**src/rtl/keypad_scan_ctrl_if.sv**
```systemverilog
// Keypad scan controller bus: enable/row inputs from the board, column drive
// and accepted-key reporting toward the game logic.
// Signals:
//   enable    scanning enabled (into controller)
//   row       active-low keypad rows (into controller, asynchronous)
//   col       active-low column drive (from controller)
//   key_valid one-cycle accepted-press pulse (from controller)
//   key_code  accepted key, row*3+col (from controller)
//   key_held  accepted key still pressed (from controller)
interface keypad_scan_ctrl_if;
  localparam int unsigned ROW_W  = 3;
  localparam int unsigned COL_W  = 3;
  localparam int unsigned CODE_W = 4;

  logic              enable;
  logic [ROW_W-1:0]  row;
  logic [COL_W-1:0]  col;
  logic              key_valid;
  logic [CODE_W-1:0] key_code;
  logic              key_held;

  // Controller side
  modport master (
    input  enable,
    input  row,
    output col,
    output key_valid,
    output key_code,
    output key_held
  );

  // Board / game-logic side
  modport slave (
    output enable,
    output row,
    input  col,
    input  key_valid,
    input  key_code,
    input  key_held
  );
endinterface

```
**src/rtl/keypad_scan_ctrl.sv**
```systemverilog
// Scan controller for the 3x3 keypad. Drives one active-low column per dwell
// of SCAN_DIV cycles, samples the synchronised rows once per dwell, and accepts
// a press (or release) after DEBOUNCE_N consecutive matching samples.
// Ports:
//   clk    system clock
//   reset  asynchronous, active-low reset
//   bus    keypad_scan_ctrl_if.master (enable, row, col, key_valid,
//          key_code, key_held)
module keypad_scan_ctrl #(
  parameter int unsigned SCAN_DIV   = 50000,
  parameter int unsigned DEBOUNCE_N = 10
) (
  input logic                clk,
  input logic                reset,
  keypad_scan_ctrl_if.master bus
);

  localparam int unsigned DW   = (SCAN_DIV > 1) ? $clog2(SCAN_DIV) : 1;
  localparam int unsigned CW   = 4;
  localparam int unsigned IW   = 2;
  localparam int unsigned KW   = 4;
  localparam logic [DW-1:0] DWELL_LAST = DW'(SCAN_DIV - 1);
  localparam logic [CW-1:0] CNT_TARGET = CW'(DEBOUNCE_N);

  typedef enum logic [1:0] {
    IDLE     = 2'd0,
    SCAN     = 2'd1,
    DEBOUNCE = 2'd2,
    HELD     = 2'd3
  } state_t;

  state_t        state, state_nx;
  logic [DW-1:0] dwell, dwell_nx;
  logic [IW-1:0] col_idx, col_idx_nx;
  logic [IW-1:0] cand, cand_nx;
  // Shared counter: consecutive low samples in DEBOUNCE, high samples in HELD
  logic [CW-1:0] cnt, cnt_nx;
  logic [2:0]    row_s1, row_s2;

  logic [2:0]    col_nx;
  logic          valid_nx;
  logic [KW-1:0] code_nx;
  logic          held_nx;

  logic          sample;
  logic          any_low;
  logic [IW-1:0] first_low;
  logic          cand_low;
  logic [IW-1:0] col_adv;
  logic [CW-1:0] cnt_inc;
  logic          accept;
  logic [IW-1:0] accept_row;

  // Two-flop row synchroniser, idles at "no key"
  always_ff @(posedge clk or negedge reset) begin
    if (!reset) begin
      row_s1 <= 3'b111;
      row_s2 <= 3'b111;
    end else begin
      row_s1 <= bus.row;
      row_s2 <= row_s1;
    end
  end

  // Sample decode and helpers
  always_comb begin
    sample  = (state != IDLE) && (dwell == DWELL_LAST);
    any_low = (row_s2 != 3'b111);
    if (!row_s2[0])      first_low = 2'd0;
    else if (!row_s2[1]) first_low = 2'd1;
    else                 first_low = 2'd2;
    unique case (cand)
      2'd0:    cand_low = ~row_s2[0];
      2'd1:    cand_low = ~row_s2[1];
      default: cand_low = ~row_s2[2];
    endcase
    col_adv = (col_idx == 2'd2) ? 2'd0 : col_idx + 2'd1;
    cnt_inc = cnt + CW'(1);
  end

  // State register and registered outputs
  always_ff @(posedge clk or negedge reset) begin
    if (!reset) begin
      state         <= IDLE;
      dwell         <= '0;
      col_idx       <= '0;
      cand          <= '0;
      cnt           <= '0;
      bus.col       <= 3'b111;
      bus.key_valid <= 1'b0;
      bus.key_code  <= '0;
      bus.key_held  <= 1'b0;
    end else begin
      state         <= state_nx;
      dwell         <= dwell_nx;
      col_idx       <= col_idx_nx;
      cand          <= cand_nx;
      cnt           <= cnt_nx;
      bus.col       <= col_nx;
      bus.key_valid <= valid_nx;
      bus.key_code  <= code_nx;
      bus.key_held  <= held_nx;
    end
  end

  // Next-state and next-output logic
  always_comb begin
    state_nx   = state;
    dwell_nx   = dwell;
    col_idx_nx = col_idx;
    cand_nx    = cand;
    cnt_nx     = cnt;
    valid_nx   = 1'b0;
    code_nx    = bus.key_code;
    held_nx    = bus.key_held;
    accept     = 1'b0;
    accept_row = cand;

    if (!bus.enable) begin
      state_nx   = IDLE;
      dwell_nx   = '0;
      col_idx_nx = '0;
      cnt_nx     = '0;
      held_nx    = 1'b0;
    end else begin
      if (state != IDLE) begin
        dwell_nx = sample ? '0 : dwell + DW'(1);
      end
      unique case (state)
        IDLE: begin
          state_nx   = SCAN;
          dwell_nx   = '0;
          col_idx_nx = '0;
          cnt_nx     = '0;
        end
        SCAN: begin
          if (sample) begin
            if (any_low) begin
              cand_nx    = first_low;
              accept_row = first_low;
              if (CNT_TARGET == CW'(1)) begin
                accept = 1'b1;
              end else begin
                state_nx = DEBOUNCE;
                cnt_nx   = CW'(1);
              end
            end else begin
              col_idx_nx = col_adv;
            end
          end
        end
        DEBOUNCE: begin
          if (sample) begin
            if (cand_low) begin
              if (cnt_inc == CNT_TARGET) accept = 1'b1;
              else                       cnt_nx = cnt_inc;
            end else begin
              state_nx   = SCAN;
              col_idx_nx = col_adv;
              cnt_nx     = '0;
            end
          end
        end
        HELD: begin
          if (sample) begin
            if (!cand_low) begin
              if (cnt_inc == CNT_TARGET) begin
                held_nx    = 1'b0;
                state_nx   = SCAN;
                col_idx_nx = col_adv;
                cnt_nx     = '0;
              end else begin
                cnt_nx = cnt_inc;
              end
            end else begin
              cnt_nx = '0;
            end
          end
        end
        default: state_nx = IDLE;
      endcase

      // Accepted press: report once, then watch the same key for release
      if (accept) begin
        state_nx = HELD;
        cnt_nx   = '0;
        valid_nx = 1'b1;
        held_nx  = 1'b1;
        code_nx  = KW'(accept_row) * KW'(3) + KW'(col_idx);
      end
    end

    col_nx = (state_nx == IDLE) ? 3'b111 : ~(3'b001 << col_idx_nx);
  end

endmodule

```
**src/flat_wrapper.sv**
```systemverilog
// flat-port wrapper written by rule: the top's interface ports become plain ports
module keypad_scan_ctrl_flat 
#(
  parameter int unsigned SCAN_DIV   = 50000,
  parameter int unsigned DEBOUNCE_N = 10
)
  (clk, reset, bus_enable, bus_row, bus_col, bus_key_valid, bus_key_code, bus_key_held);
  keypad_scan_ctrl_if bus_i ();
  input logic clk;
  input logic reset;
  input wire logic [$bits(bus_i.enable)-1:0] bus_enable;
  input wire logic [$bits(bus_i.row)-1:0] bus_row;
  output wire logic [$bits(bus_i.col)-1:0] bus_col;
  output wire logic [$bits(bus_i.key_valid)-1:0] bus_key_valid;
  output wire logic [$bits(bus_i.key_code)-1:0] bus_key_code;
  output wire logic [$bits(bus_i.key_held)-1:0] bus_key_held;
  assign bus_i.enable = bus_enable;
  assign bus_i.row = bus_row;
  assign bus_col = bus_i.col;
  assign bus_key_valid = bus_i.key_valid;
  assign bus_key_code = bus_i.key_code;
  assign bus_key_held = bus_i.key_held;
  keypad_scan_ctrl #(.SCAN_DIV(SCAN_DIV), .DEBOUNCE_N(DEBOUNCE_N)) u_core (.clk(clk), .reset(reset), .bus(bus_i));
endmodule
```
**config.mk**
```make
export PLATFORM = sky130hd
export DESIGN_NAME = keypad_scan_ctrl_flat
export DESIGN_NICKNAME = d
export VERILOG_FILES = /design/src/rtl/keypad_scan_ctrl_if.sv /design/src/rtl/keypad_scan_ctrl.sv /design/src/flat_wrapper.sv
export SDC_FILE = /design/constraint.sdc
export NUM_CORES = 1
export LEC_CHECK = 0
export CAP_MARGIN = 40
export CORE_ASPECT_RATIO = 0.8
export CORE_UTILIZATION = 45
export CTS_CLUSTER_DIAMETER = 150
export DETAILED_ROUTE_END_ITERATION = 10
export SETUP_SLACK_MARGIN = 0.4
export SYNTH_ARGS = -nofsm -noshare
export SYNTH_HDL_FRONTEND = slang
export SYNTH_SLANG_ARGS = --single-unit
```
**constraint.sdc**
```tcl
create_clock -name clk -period 3.85 [get_ports clk]
set_input_delay 0.5775 -clock clk [delete_from_list [all_inputs] [get_ports clk]]
set_output_delay 0.5775 -clock clk [all_outputs]
set_load 0.02 [all_outputs]
```
## After elaboration in Yosys (flattened, before gate mapping)

Index checks and enable logic that the tools add are counted.

| operators by class | value |
|---|---|
| $mul | 1 |
| equality and inequality tests | 18 |
| bitwise logic cells | 4 |
| $lt $le $gt $ge | 0 |
| add/sub/neg operators | 4 |
| mux-type cells | 56 |
| divide/modulo/power cells | 0 |
| reduce and logical (&&, ||, !) cells | 8 |
| shifts and indexed selects | 1 |

Operators with widths:

| kind | number |
|---|---|
| 16-bit two-way mux | 4 |
| 2-bit two-way mux | 24 |
| 4-bit two-way mux | 10 |
| 16-bit by 1-bit adder with 16-bit output (second input constant) | 1 |
| 16-bit == test (second input constant) | 1 |
| 4-bit by 2-bit != test with 1-bit output (second input constant) | 4 |
| 2-bit one-hot mux with 4 select lines | 2 |
| 4-bit one-hot mux with 4 select lines | 1 |
| 1-bit two-way mux | 13 |
| 3-bit by 1-bit != test with 1-bit output (second input constant) | 4 |
| 2-bit == test (second input constant) | 3 |
| 2-bit zero test | 3 |
| 3-bit != test (second input constant) | 2 |
| 5-bit != test (second input constant) | 1 |
| 5-bit AND reduction | 1 |
| 4-bit by 1-bit adder with 4-bit output (second input constant) | 1 |
| 4-bit by 2-bit adder with 4-bit output | 1 |
| 2-bit by 1-bit == test with 1-bit output (second input constant) | 2 |
| 4-bit == test (second input constant) | 1 |
| 2-bit by 2-bit multiplier with 4-bit output (second input constant) | 1 |
| 4-bit AND reduction | 1 |
| 3-bit two-way mux | 1 |
| 1-bit NOT | 3 |
| 3-bit NOT | 1 |
| other kinds (6) | 6 |

| word-level totals | value |
|---|---|
| bits in read-only memories | 0 |
| memory bits (writable) | 0 |
| input port bits | 6 |
| latch bits | 0 |
| output and inout port bits | 9 |
| word-level logic and storage cells | 103 |
| register bits | 41 |
| memories kept | 0 |

## Logic depth before layout (Yosys ltp)

Gate-level depths: netlist of the first run.

| logic depth | value |
|---|---|
| depth after elaboration | 11 |
| mapped depth | 12 |

## Worst setup path after synthesis of the first run

No wires, ideal clock.

| timing | value |
|---|---|
| kind | reg2reg |
| start | reg u_core.dwell[7] |
| end | reg u_core.bus.key_code[2] |
| data required time | 3.771 ns |
| period minus slack after synthesis | 3.316 ns |
| buffers on the path | 0 |
| cell stages (with the launch flop) | 12 |
| slack | 0.534 ns |
| arrival | 3.237 ns |
| path through | dfrtp_1 or4b_4 nor4_4 nand2_1 o21ai_1 a22oi_1 fa_1 inv_1 ha_1 inv_1 fa_1 mux2i_1 |

| on the way | value |
|---|---|
| word-level cells in the longest chain between the ends | 7 |

RTL lines:

| item | RTL line | RTL |
|---|---|---|
| from (decl) | keypad_scan_ctrl.sv:33 | `logic [DW-1:0] dwell, dwell_nx;` |
| from (signal assigned) | keypad_scan_ctrl.sv:95 | `dwell <= dwell_nx;` |
| 16-bit == test (*) | keypad_scan_ctrl.sv:67 | `sample = (state != IDLE) && (dwell == DWELL_LAST);` |
| 1-bit logical AND (*) | keypad_scan_ctrl.sv:67 |  |
| 2-bit two-way mux | keypad_scan_ctrl.sv:137 | `if (sample) begin` |
| 2-bit two-way mux | keypad_scan_ctrl.sv:129 | `unique case (state)` |
| 2-bit two-way mux | keypad_scan_ctrl.sv:119 | `if (!bus.enable) begin` |
| 2-bit by 2-bit multiplier with 4-bit output | keypad_scan_ctrl.sv:189 | `code_nx = KW'(accept_row) * KW'(3) + KW'(col_idx);` |
| 4-bit by 2-bit adder with 4-bit output | keypad_scan_ctrl.sv:189 |  |
| to (signal assigned) | keypad_scan_ctrl.sv:101 | `bus.key_code <= code_nx;` |
| to (decl) | keypad_scan_ctrl_if.sv:28 | `output key_code,` |

Mark *: on every way between the ends. The rest lies on a longest branch, timed or not. The select of a mux whose other input is x is not followed.
A chain may end at the register's enable or synchronous reset.

## Final worst setup path of the first run

| timing | value |
|---|---|
| start | reg u_core.dwell[5] |
| end | reg u_core.bus.key_code[2] |

The elaborated chain is that of the path after synthesis.

==> impl_results.md, run 1 <==
* Reg2reg path depth at 11
* Max cap viols at 0
* H-tree depth at 2
* Share of async-settable or async-resettable flops after synthesis at 1.00
* Met1 GRT Util at 0.267
* DRC at 0
* Layout area overhead at 14.7%
* Reg area at 0.00104 mm2
* Final Max Tran Viols at 0
* Setup violators final at 0
* Worst EP required at 4.06 ns
* Root Buffer: clkbuf_8
* Cell variety after synth at 52
* Sequential share of the synthesized area at 0.471
* Slew margin rel. at 0.572
* Hold_buf cts at 0
* Postcts setup bufs at 0
* Sink Count at 41
* Routed via count at 1641
* Worst Path Arrival at 3.45 ns
* Setup ws final at 0.617 ns
* Inserted Clock Buffers at 5
* FF-to-FF setup slack at 0.62 ns
* Reg-to-reg endpoint: u_core.bus.key_code[2]
* Post-synth EDFFs at 0
* Status: complete, no violations
* Start point of the critical path: u_core.dwell[5]
* WL per Instance at 14.3 um
* Slew @ Worst Pin at 0.636 ns
* Row count at 22
* I/O pin count at 15
* Worst Skew at 0.00944 ns
* Critical path class: reg2reg
* Setup crit end kind: register
* Iter 0 DRT Violations at 107
* Routed vias/inst at 5.51
* Most Crowded Layer GR: met2
* Ys flop type: dfrtp_1
* Cell count after synthesis at 220
* Startpoint Class: register
* TNS Setup at 0 ns
* Layout cells sized above 1 at 0.143
* R2R Path Start: u_core.dwell[5]
* Final ANT Viol Nets at 0
* First-pass GRT wire length at 7530 um
* Initial antenna violation count at 0
* Core Area at 0.00465 mm2
* Fmax at 309 MHz
* Initial DRT Pass Iterations at 4
* IO buf count at 14
* Fin crit share at 0.840
* Place WS at 0.592 ns
* Final wirelength at 4250 um
* Max VDD drop at 0.000220 V
* Finished Core Util at 0.543
* Leakage power at 0.00102 uW
* HPWL Detailed at 3170 um
* Final hold vios at 0
* RSZ-0062 raised after global routing: no
* Power Density at 332 mW/mm2
* GR Layer Usage met2 at 0.281
* Met3 usage at 0.0507
* Filler cells at 417
* Syn. warnings at 0
* GPL Wtd Cong at 0.876
* Die Width at 80.2 um
* Crit path time final at 3.23 ns
* TritonCTS clock tree: yes
* Vias in the first global route at 1607
* GRT Overall Usage at 0.193
* Ant. Diodes at 0
* Worst-Skew Late Latency at 0.30 ns
* Die height at 64.6 um
* Synth Register Bits at 41
* CTS Buffer Depth at 2
* Area taken by multi-input logic gates at 0.00109 mm2
* Final #Nets at 250
* Total Die Area at 0.00518 mm2
* Largest net degree at the start of global routing at 32
* Starting Density at 0.473
* Resized cells post-CTS at 0
* CP max FO at 6
* Clock slew at reported path FFs at 0.08 ns
* Syn_nets at 233
* Hold Path Class: in2async
* Post-Syn Area at 0.00220 mm2
* Avg Cell Area, Syn at 10.0 um2
* Critical Path End: u_core.bus.key_code[2]
* Grt ovf at 0
worst max-delay path, stage by stage (launching register included):
cell     delay, ns
dfrtp_1       0.44
or4b_4        0.57
nor4_4        0.31
nand2_1       0.16
o21ai_1       0.20
a22oi_1       0.12
fa_1          0.55
inv_1         0.04
ha_1          0.18
inv_1         0.06
fa_1          0.39
mux2i_1       0.13
flip-flops by register name, indices dropped and copies added, names as in the netlist, 3 cells and up:
register,count
u_core.cnt,4
u_core.bus.key_code,4
u_core.row_s2,3
u_core.dwell,16
u_core.row_s1,3
u_core.bus.col,3
power breakdown:
group	switching, uW	total, uW	internal, uW
registers	6.71	447	440
clock network	142	353	211
logic	24.6	38.5	13.9
cells in the mapped netlist, types with 5 or more instances:
library cell  instances  share of area
o21ai_0               9          0.020
nor2_1               24          0.041
dfrtp_1              32           0.36
dfstp_2               9           0.11
o211ai_1              7          0.024
nand2_1              19          0.032
inv_1                11          0.019
nand3_1              16          0.036
ha_1                  5          0.028
xor2_1                8          0.032
xnor2_1               6          0.024
layer usage:
layer	vias to the layer above	wire length, um
met1	783	2060
li1	812	-
met5	-	0
met2	37	1880
met3	9	231
met4	0	84
cells in the final DEF (no fill, tap or decap), types with 5 or more instances in the layout:
master,instances
dfrtp_1,32
nand2_1,19
clkbuf_8,6
nand3_1,16
ha_1,5
o211ai_1,7
dfstp_2,9
xnor2_1,6
nor2_1,24
xor2_1,8
o21ai_0,9
clkdlybuf4s50_1,13
inv_1,11
area by class of cell:
cell class / instances / area share
clock inverter: 1 / 0.0119
sequential: 41 / 0.411
multi-input combinational: 162 / 0.433
inverter: 11 / 0.0164
timing repair buffer: 16 / 0.0644
tap: 60 / 0.0297
clock buffer: 7 / 0.0342
logic make-up (layout without fill, tap and decap cells):
family,after synthesis,in the layout,share of synthesized area
simple gates,90,90,0.216
compound gates,44,44,0.140
flops,41,41,0.471
buf+inv,17,35,0.0330
xor+xnor,14,14,0.0557
fa+ha+maj,7,7,0.0466
mux,7,7,0.0369
per-stage QoR:
stage | cells | hold slack [ns] | power, uW | area (um2)
6_report | 298 | 0.144 | 838 | 2520
5_1_grt | 298 | 0.143 | 874 | 2520
4_1_cts | 298 | 0.145 | 850 | 2520
3_5_place_dp | 290 | 0.347 | 494 | 2410
3_3_place_gp | 289 | 0.346 | 491 | 2390
2_1_floorplan | 220 | 0.282 | 472 | 2200
worst min path at each step:
stage                      from                endpoint  cells past startpoint
2_1_floorplan             reset  u_core.bus.key_code[0]                      0
6_report                  reset         u_core.state[0]                      1
4_1_cts                   reset         u_core.state[0]                      1
5_1_grt                   reset         u_core.state[0]                      1
3_3_place_gp   u_core.row_s1[1]        u_core.row_s2[1]                      0
3_5_place_dp   u_core.row_s1[1]        u_core.row_s2[1]                      0
(Power assumes the default switching activity.)
==> run 2, diff against run 1 <==
Clock period 3.85 ns to 3 ns, I/O delays scaled along.
==> impl_results.md, run 2 (synthesized netlist as in run 1, its figures left out) <==
* CTS Buffer Depth at 2 (unchanged)
* Filler cells at 398 (was 417)
* Worst-Skew Late Latency at 0.30 ns (about the same)
* RSZ-0062 raised after global routing: yes (was no)
* Metal3 WL at 139 um (was 231 um)
* Hold Path Class: in2async (unchanged)
* Layout cells sized above 1 at 0.248 (was 0.143)
* Met2 WL post-DR at 2040 um (was 1880 um)
* Total Die Area at 0.00518 mm2 (unchanged)
* Grt ovf at 0 (unchanged)
* Commonest non-fill, non-tap cell in the layout: dfrtp_1 (unchanged)
* Final hold vios at 0 (unchanged)
* Slew margin rel. at 0.603 (was 0.572)
* Routed via count at 1740 (was 1641)
* TritonCTS clock tree: yes (unchanged)
* Largest regs: u_core.dwell (16), u_core.bus.key_code (4), u_core.cnt (4) (unchanged)
* Startpoint Class: register (unchanged)
* GPL Wtd Cong at 0.774 (was 0.876)
* Total power at 981 uW (was 838 uW)
* Worst EP required at 3.22 ns (was 4.06 ns)
* Setup violators final at 1 (was 0)
* Hold Worst Slack at 0.0968 ns (was 0.144 ns)
* Critical path class: reg2reg (unchanged)
* Setup ws final at -0.0305 ns (was 0.617 ns)
* Commonest cells after routing, fill and taps aside: dfrtp_1 (32), nor2_1 (23), buf_4 (20) (was dfrtp_1 (32), nor2_1 (24), nand2_1 (19))
* Final #Nets at 270 (was 250)
* DRC at 0 (unchanged)
* Worst Path Arrival at 3.25 ns (was 3.45 ns)
* First-pass GRT wire length at 7760 um (was 7530 um)
* Final ANT Viol Nets at 0 (unchanged)
* Crit path time final at 3.03 ns (was 3.23 ns)
* Setup crit end kind: register (unchanged)
* Die Width at 80.2 um (unchanged)
* Place WS at -0.0772 ns (was 0.592 ns)
* Leakage power at 0.00112 uW (was 0.00102 uW)
* H-tree depth at 2 (unchanged)
* Power Density at 363 mW/mm2 (was 332 mW/mm2)
* IO buf count at 14 (unchanged)
* Routed vias/inst at 5.47 (was 5.51)
* Vias in the first global route at 1638 (was 1607)
* Row count at 22 (unchanged)
* Sink Count at 41 (unchanged)
* Final wirelength at 4530 um (was 4250 um)
* Starting Density at 0.473 (unchanged)
* Inserted Clock Buffers at 5 (unchanged)
* Fin crit share at 1.01 (was 0.840)
* Max cap viols at 0 (unchanged)
* Core Area at 0.00465 mm2 (unchanged)
* DR top layer: met4 (unchanged)
* Worst Skew at 0.0114 ns (was 0.00944 ns)
* Failing checks: setup timing
* Status: finished, violations left (was complete, no violations)
* TNS Setup at -0.0305 ns (was 0 ns)
* Initial DRT Pass Iterations at 4 (unchanged)
* Final Max Tran Viols at 0 (unchanged)
* Max VDD drop at 0.000283 V (was 0.000220 V)
* M1 WL at 2260 um (was 2060 um)
* Biggest register: u_core.dwell (unchanged)
* Fmax at 330 MHz (was 309 MHz)
* GRT Overall Usage at 0.199 (was 0.193)
* Max reg flops at 16 (unchanged)
* I/O pin count at 15 (unchanged)
* Layout area overhead at 22.6% (was 14.7%)
* Ant. Diodes at 0 (unchanged)
* Root Buffer: clkbuf_8 (unchanged)
* Slew @ Worst Pin at 0.591 ns (was 0.636 ns)
* CP max FO at 5 (was 6)
* Iter 0 DRT Violations at 120 (was 107)
* WL per Instance at 14.2 um (was 14.3 um)
* Initial antenna violation count at 0 (unchanged)
* Largest net degree at the start of global routing at 25 (was 32)
* Clock slew at reported path FFs at 0.09 ns (was 0.08 ns)
* HPWL Detailed at 3250 um (was 3170 um)
* Die height at 64.6 um (unchanged)
[run 2: cell types whose count changed in the layout (fill, tap and decap cells not counted), sizes merged]
cell / previous run / this run
clkbuf: 7 / 5
clkinv: 0 / 2
bufinv: 1 / 0
buf: 3 / 23
clkinvlp: 0 / 1
[run 2: worst paths after layout]
check | from | end | slack, ns | cells past startpoint
worst max-delay path | u_core.dwell[10] | u_core.bus.key_code[2] | -0.03 | 11
worst min-delay path | reset | u_core.state[1] | 0.1 | 1
worst max register to register | u_core.dwell[10] | u_core.bus.key_code[2] | -0.03 | 11
worst min register to register | u_core.row_s1[1] | u_core.row_s2[1] | 0.36 | 0
max in group asynchronous | reset | u_core.row_s1[0] | 2.34 | 2
min in group clk | u_core.row_s1[1] | u_core.row_s2[1] | 0.36 | 0
[run 2: stage by stage]
| stage | instance area (um2) | std cells | util |
|---|---|---|---|
| floorplan | 2230 | 220 | - |
| global placement | 2500 | 301 | 0.538 |
| detailed placement | 2530 | 302 | 0.544 |
| CTS | 2660 | 315 | 0.573 |
| global route | 2700 | 318 | 0.580 |
| finish | 2700 | 318 | 0.580 |
[run 2: repair_timing]
item	4_1_cts	5_1_grt
endpoints found under the setup margin	3	4
hold buffers	0	0
setup buffers	5	3
pin swaps	5	4
gates resized for setup	3	3
[run 2: critical path, stage by stage (launching register included)]
cell and delay, ns:
dfrtp_1 0.38, or4bb_4 0.56, nor4_4 0.33, nand2_2 0.15, o21ai_2 0.17, a22oi_2 0.08, fa_1 0.53, inv_2 0.05
ha_4 0.14, inv_2 0.04, fa_1 0.40, mux2i_1 0.12
[run 2: layout make-up]
class	instances	area, um2	share of cell area
Timing Repair Buffer	36	324	0.120
Sequential cell	41	1040	0.384
Tap cell	60	75.1	0.0278
Clock buffer	5	68.8	0.0255
Multi-Input combinational cell	162	1140	0.421
Inverter	11	41.3	0.0153
Clock inverter	3	17.5	0.00649
[run 2: layer usage]
layer  track usage  vias to the layer above
li1              -                      858
met4        0.0670                        0
met1         0.286                      843
met2         0.295                       30
met3        0.0451                        9
met5             0                        -
[run 2: where the power goes]
part / internal, uW / leakage (uW) / total, uW / switching [uW]
clock: 161 / 0.0000439 / 353 / 192
sequential: 564 / 0.000527 / 574 / 10.1
combinational: 20.1 / 0.000545 / 53.2 / 33.1
total: 745 / 0.00112 / 981 / 236
==> run 3, diff against run 2 <==
Settings changed: CELL_PAD_IN_SITES_DETAIL_PLACEMENT set to 0, CELL_PAD_IN_SITES_GLOBAL_PLACEMENT set to 1, PLACE_DENSITY set to 0.85.
==> impl_results.md, run 3 (synthesized netlist as in run 1, its figures left out) <==
* Inserted Clock Buffers at 5 (unchanged)
* Power Density at 425 mW/mm2 (was 363 mW/mm2)
* First-pass GRT wire length at 7480 um (was 7760 um)
* Critical path class: reg2reg (unchanged)
* Biggest register: u_core.dwell (unchanged)
* Total Die Area at 0.00518 mm2 (unchanged)
* Layout area overhead at 24.7% (was 22.6%)
* Worst EP required at 3.18 ns (was 3.22 ns)
* Sink Count at 41 (unchanged)
* Final ANT Viol Nets at 0 (unchanged)
* Hold Worst Slack at 0.0928 ns (was 0.0968 ns)
* Fmax at 334 MHz (was 330 MHz)
* Status: complete, no violations (was finished, violations left)
* Final hold vios at 0 (unchanged)
* CP max FO at 4 (was 5)
* Max cap viols at 0 (unchanged)
* Startpoint Class: register (unchanged)
* Final #Nets at 270 (unchanged)
* Die height at 64.6 um (unchanged)
* TritonCTS clock tree: yes (unchanged)
* Start point of the critical path: u_core.dwell[10] (unchanged)
* Reg area at 0.00104 mm2 (unchanged)
* Setup crit end kind: register (unchanged)
* Crit path time final at 3.00 ns (was 3.03 ns)
* Area taken by multi-input logic gates at 0.00113 mm2 (was 0.00114 mm2)
* Leakage power at 0.00114 uW (was 0.00112 uW)
* Hold Path Class: in2async (unchanged)
* I/O pin count at 15 (unchanged)
* Initial DRT Pass Iterations at 4 (unchanged)
* Routed vias/inst at 5.34 (was 5.47)
* Initial antenna violation count at 0 (unchanged)
* WL per Instance at 14.3 um (was 14.2 um)
* Final Max Tran Viols at 0 (unchanged)
* Largest regs: u_core.dwell (16), u_core.bus.key_code (4), u_core.cnt (4) (unchanged)
* Root Buffer: clkbuf_8 (unchanged)
* Starting Density at 0.473 (unchanged)
* Layout cells sized above 1 at 0.244 (was 0.248)
* Die Width at 80.2 um (unchanged)
* Ant. Diodes at 0 (unchanged)
* Fin crit share at 0.999 (was 1.01)
* Slew @ Worst Pin at 0.625 ns (was 0.591 ns)
* Iter 0 DRT Violations at 113 (was 120)
* R2R Path Start: u_core.dwell[10] (unchanged)
* Grt ovf at 0 (unchanged)
* Finished Core Util at 0.590 (was 0.580)
* Core Area at 0.00465 mm2 (unchanged)
* Slew margin rel. at 0.579 (was 0.603)
* Final wirelength at 4530 um (about the same)
* Filler cells at 412 (was 398)
* Commonest non-fill, non-tap cell in the layout: dfrtp_1 (unchanged)
* RSZ-0062 raised after global routing: yes (unchanged)
* H-tree depth at 2 (unchanged)
* Worst-Skew Late Latency at 0.30 ns (about the same)
* Max VDD drop at 0.000353 V (was 0.000283 V)
* Largest net degree at the start of global routing at 25 (unchanged)
* Hold_buf cts at 0 (unchanged)
* GPL Wtd Cong at 0.855 (was 0.774)
* Worst Skew at 0.00608 ns (was 0.0114 ns)
* Vias in the first global route at 1619 (was 1638)
* Max reg flops at 16 (unchanged)
* DRC at 0 (unchanged)
* CTS Buffer Depth at 2 (unchanged)
* GRT Overall Usage at 0.193 (was 0.199)
* HPWL Detailed at 3240 um (was 3250 um)
* Row count at 22 (unchanged)
* Commonest cells after routing, fill and taps aside: dfrtp_1 (32), nor2_1 (24), buf_4 (20) (was dfrtp_1 (32), nor2_1 (23), buf_4 (20))
* Clock slew at reported path FFs at 0.09 ns (about the same)
* IO buf count at 14 (unchanged)
* Worst Path Arrival at 3.18 ns (was 3.25 ns)
* Routed via count at 1699 (was 1740)
* Setup violators final at 0 (was 1)
## run 3: cell types whose count changed in the layout (fill, tap and decap cells not counted)
cell        delta
bufinv_16      +2
clkinv_2       -1
clkinvlp_4     -1
nor2_1         +1
nor2_2         -1
## run 3: area by class of cell
| class | count | share of cell area |
|---|---|---|
| well taps | 60 | 0.0273 |
| repair buffers | 36 | 0.118 |
| inverters | 11 | 0.0150 |
| multi-input cells | 162 | 0.413 |
| flip-flops and latches | 41 | 0.378 |
| clock buffers | 5 | 0.0251 |
| clock inverters | 3 | 0.0237 |
## run 3: critical path, stage by stage (launching register included)
cell	delay [ns]
dfrtp_1	0.38
or4bb_4	0.56
nor4_4	0.33
nand2_2	0.13
nor2_1	0.18
o22ai_4	0.09
fa_1	0.45
inv_2	0.08
ha_4	0.12
inv_2	0.03
fa_1	0.46
mux2i_1	0.06
## run 3: per-stage QoR
stage                     total power, uW  cells  worst slack (ns)  instance area [um2]  setup TNS (ns)
after global routing                 1200    318            -0.101                 2750          -0.112
after detailed placement              640    304           -0.0479                 2540         -0.0479
after floorplan                       606    220            -0.225                 2230          -0.399
final                                1170    318           0.00309                 2750               0
after CTS                            1170    318           -0.0125                 2730         -0.0125
after global placement                635    303          -0.00462                 2520        -0.00462
## run 3: timing repair
item,4_1_cts,5_1_grt
endpoints found under the setup margin,3,4
pin swaps,5,4
cloned,0,0
resized for setup,3,2
setup buffers,6,0
## run 3: worst paths after layout
check | endpoint | slack (ns) | cells after the start
worst max-delay path | u_core.bus.key_code[2] | 0.003 | 11
worst min-delay path | u_core.dwell[0] | 0.09 | 1
worst max register to register | u_core.bus.key_code[2] | 0.003 | 11
min in group clk | u_core.row_s2[1] | 0.36 | 0
max in group asynchronous | u_core.row_s2[1] | 2.35 | 2
worst min register to register | u_core.row_s2[1] | 0.36 | 0
## run 3: where the power goes
part | switching (uW) | total, uW | internal (uW)
Combinational | 36.5 | 58.2 | 21.7
Sequential | 7.73 | 572 | 564
Clock | 205 | 536 | 331
## run 3: layer usage
| metal | vias up | part of all wire | track usage |
|---|---|---|---|
| met4 | 0 | 0.0088 | 0.0670 |
| met1 | 813 | 0.53 | 0.278 |
| met2 | 19 | 0.44 | 0.286 |
| met3 | 6 | 0.023 | 0.0423 |
| met5 | - | 0 | 0 |
| li1 | 861 | - | - |
